### src/rtl/imm_extender.sv
// imm_extender: one-stage registered 16-to-32-bit immediate extender.
// Zero- or sign-extends the instruction immediate under Ctr and registers it
// together with a valid flag so the result lines up with a pipelined decode.
module imm_extender #(
    parameter int unsigned IMM_W = 16,
    parameter int unsigned RES_W = 32
) (
    input  logic             Clk,
    input  logic             Rst_n,
    input  logic             En,
    input  logic             InValid,
    input  logic [IMM_W-1:0] Imm,
    input  logic             Ctr,
    output logic [RES_W-1:0] Res,
    output logic             ResValid
);

    // Number of bits filled above the immediate; RES_W must exceed IMM_W.
    localparam int unsigned EXT_W = RES_W - IMM_W;

    logic [RES_W-1:0] res_d;
    logic [RES_W-1:0] res_q;
    logic             valid_d;
    logic             valid_q;
    logic [EXT_W-1:0] fill_c;

    // Fill pattern for the upper bits: copies of the immediate MSB in sign mode.
    always_comb begin
        fill_c = '0;
        if (Ctr) begin
            fill_c = {EXT_W{Imm[IMM_W-1]}};
        end
    end

    // Next-state: load the extended immediate and valid flag when enabled, else hold.
    // Res is loaded even for invalid cycles; ResValid qualifies it downstream.
    always_comb begin
        res_d   = res_q;
        valid_d = valid_q;
        if (En) begin
            res_d   = {fill_c, Imm};
            valid_d = InValid;
        end
    end

    // Output registers with asynchronous clear; reset drops any in-flight result.
    always_ff @(posedge Clk or negedge Rst_n) begin
        if (!Rst_n) begin
            res_q   <= '0;
            valid_q <= 1'b0;
        end else begin
            res_q   <= res_d;
            valid_q <= valid_d;
        end
    end

    assign Res      = res_q;
    assign ResValid = valid_q;

endmodule

### config.mk
export PLATFORM = sky130hd
export DESIGN_NAME = imm_extender
export DESIGN_NICKNAME = d
export VERILOG_FILES = /design/src/rtl/imm_extender.sv
export SDC_FILE = /design/constraint.sdc
export NUM_CORES = 1
export LEC_CHECK = 0
export ABC_AREA = 0
export BUFFER_PORTS_ARGS = -buffer_cell sky130_fd_sc_hd__buf_2
export CAP_MARGIN = 20
export CORE_MARGIN = 10
export CORE_UTILIZATION = 44
export CTS_CLUSTER_SIZE = 25
export DETAILED_ROUTE_END_ITERATION = 10
export GPL_TIMING_DRIVEN = 0
export HOLD_SLACK_MARGIN = 0.12
export PLACE_DENSITY = 0.84
export SYNTH_ARGS = -nofsm -noshare
export SYNTH_HDL_FRONTEND = slang
export SYNTH_SLANG_ARGS = --single-unit
### constraint.sdc
create_clock -name Clk -period 2.5 [get_ports Clk]
set_input_delay 0.375 -clock Clk [delete_from_list [all_inputs] [get_ports Clk]]
set_output_delay 0.375 -clock Clk [all_outputs]
set_load 0.005 [all_outputs]
==> out/metrics.csv <==
stage;metric;value;unit
run_status;status;complete, no violations;
drt;Met3 Routed Length;282;um
cells_and_area;Fillers;154;
place;I/O Buffers;52;
floorplanning;initial core utilization;47.0;%
setup_path;R2R Path Start;Res[30]$_DFFE_PN0P_;
floorplanning;Die Ht;63.4;um
drt;Initial DRC Count;10;
drt;met2 wire length;918;um
power;sequential fraction of design power;50.5;%
clock_network;Max Buffers Root-to-Sink;2;
cells_and_area;Post-Route Utilization;66.2;%
place;hpwl dp;1.67;mm
min_path;launch point of the worst hold path;Imm[14];
power;Net Switching;0.000160;W
run;Max Cap Viol;0;
drt;Post-Route M1 WL;804;um
grt;initial antenna violation count;0;
power;Pwr Total;0.000670;W
floorplanning;# IOs;54;
synth;syn avg cell area;15.1;um^2
clock_network;Worst-path clk slew;0.10;ns
place;gp weighted congestion;0.694;
cells_and_area;nets@finish;134;
setup_path;CP Class;register to output pin;
setup_path;Critical Path Start Type;register;
power;switching share of power;23.9;%
cells_and_area;final std cells w/o fill;137;
drt;Via-to-Cell Ratio;4.36;
min_path;HP Class;input pin to register;
grt;vias in the first global route;706;
floorplanning;# rows;15;
floorplanning;die area;4020;um^2
sta;relative slew slack;70.0;%
power;Comb pwr share;23.3;%
synth;Synth Cell Area;830;um^2
synth;Syn Inst Count;55;
sta;Clock Skew;0;ns
drt;Avg WL per Cell;14.6;um
drt;final wirelength;2.01;mm
drt;# DRC;0;
drt;via count;597;
grt;largest net degree at the start of global routing;19;
clock_network;H-Tree Depth;1;
sta;Worst-Margin Slew;0.450;ns
power;Peak VDD IR;0.391;mV
setup_path;CP endpoint kind;output pin;
clock_network;CTS tree;built;
sta;final setup fails;0;
cells_and_area;share of cells above drive strength 1;80.4;%
sta;fmax;0.630;GHz
sta;Final min period;1.59;ns
power;static leakage;0.656;nW
synth;share of the synthesized area in the top cell type;54.3;%
power;Clk network pwr share;26.3;%
drt;drt pass-1 iters;2;
floorplanning;DIE WIDTH;63.4;um
setup_path;CP Data Required Time;2.12;ns
clock_network;number of clock sinks;18;
synth;ranking of synthesized cells by area;dfrtp_1 54%, mux2_4 14%, buf_4 14%, mux2_2 12%, buf_12 2.4%;
drt;Final ANT Viol Nets;0;
setup_path;critical path startpoint;Res[30]$_DFFE_PN0P_;
drt;top sig layer;met3;
power;PwrDens;574;nW/um^2
clock_network;root buf cell;clkbuf_4;
synth;Synthesized Nets;76;
clock_network;Worst-Skew Late Latency;0.28;ns
power;Int Pwr;0.000510;W
setup_path;R2R setup slack;1.57;ns
setup_path;worst reg2reg path endpoint;Res[30]$_DFFE_PN0P_;
sta;RSZ-0062 raised after global routing;false;
floorplanning;Core ar.;1760;um^2
synth;Synth Register Bits;18;
sta;Final Hold Fails;0;
place;Inst Count DP;132;
sta;final setup TNS;0;ns
sta;Slew Viols, Final;0;
clock_network;Num CTS Buffers;3;
grt;GR Util All Layers;9.78;%
setup_path;crit path DAT;1.21;ns
sta;period utilization;63.5;%
cells_and_area;area grow syn2layout;40.7;%
synth;post-synthesis sequential area ratio;54.3;%
synth;Yosys top cell by area;dfrtp_1;
setup_path;Max FO, Critical Path;17;
grt;gr ovfl total;0;
synth;synth unique cells;9;
setup_path;Register-to-Register Path Depth;2;
cells_and_area;Antenna diodes;0;
min_path;hold path cells;2;
grt;first-pass GRT wire length;3.27;mm
min_path;Worst Hold End;Res[14]$_DFFE_PN0P_;
synth;Synth Warn #;0;
-- metal layers --
layer  global-route usage, %  up-vias
li1                        -      282
met5                       0        -
met4                    2.46        0
met1                    9.90      278
met3                    6.18        0
met2                    16.5       37
-- how the worst max path moves through the flow --
stage                         end  slack, ns  depth (start not counted)
after floorplan           Res[17]       1.38                          1
after global placement    Res[27]       1.27                          2
after detailed placement  Res[26]       1.21                          2
after CTS                 Res[26]       0.88                          2
after global routing      Res[20]       0.79                          2
final                     Res[26]       0.91                          2
-- synth_stat cells --
library cell,instances
mux2_2,9
o21ai_0,1
inv_1,1
nand3_1,1
buf_12,1
dfrtp_1,18
mux2_4,8
buf_6,1
buf_4,15
-- power groups by stage --
| stage | logic (W) | clock network, W | registers, W |
|---|---|---|---|
| 3_3_place_gp | 0.000154 | 0 | 0.000342 |
| 4_1_cts | 0.000160 | 0.000182 | 0.000339 |
| 6_report | 0.000156 | 0.000176 | 0.000338 |
| 3_5_place_dp | 0.000159 | 0 | 0.000344 |
| 2_1_floorplan | 0.0000770 | 0 | 0.000346 |
| 5_1_grt | 0.000173 | 0.000196 | 0.000343 |
-- cell usage in the layout, fill, tap and decap left out --
cell,synthesis,routed
mux2_2,9,9
o21ai_0,1,1
nand3_1,1,1
dfrtp_1,18,18
clkbuf_8,0,1
buf_4,15,15
inv_1,1,1
buf_12,1,1
buf_6,1,1
clkbuf_4,0,3
mux2_4,8,8
buf_2,0,52
dlygate4sd3_1,0,1
-- metrics by stage --
step / worst slack, ns / cell area, um^2 / hold WS [ns]
after floorplan: 1.38 / 830 / 0.0794
after global placement: 1.27 / 1120 / 0.313
after detailed placement: 1.21 / 1120 / 0.322
after CTS: 0.877 / 1170 / 0.303
after global routing: 0.791 / 1170 / 0.297
final: 0.912 / 1170 / 0.311
-- sequential cells by signal (all words and copies together), names as in the netlist --
| register | flops |
|---|---|
| Res | 17 |
| ResValid | 1 |
-- area by class of cell --
class | count | area [um^2] | area share, %
multi-input cells | 19 | 231 | 19.8
plain buffers | 17 | 144 | 12.3
flip-flops and latches | 18 | 450 | 38.6
clock buffers | 4 | 36.3 | 3.11
inverters | 1 | 3.75 | 0.322
well taps | 25 | 31.3 | 2.68
repair buffers | 53 | 270 | 23.2
-- what timing repair did --
action | 4_1_cts | 5_1_grt
gates resized for setup | 0 | 0
buffers inserted | 0 | 0
hold endpoints to repair | 18 | 0
hold buffers | 1 | 0
-- logic make-up after synthesis --
kind of cell | synth area share [%]
flip-flops | 54.3
multiplexers | 26.7
buffers and inverters | 17.8
AO/OA/AOI/OAI | 0.603
AND/OR/NAND/NOR | 0.603
-- critical path: stages (launching register included) --
cell     delay, ns
dfrtp_1       0.63
buf_4         0.19
buf_2         0.11
No activity file was read; power rests on OpenSTA's default activity.
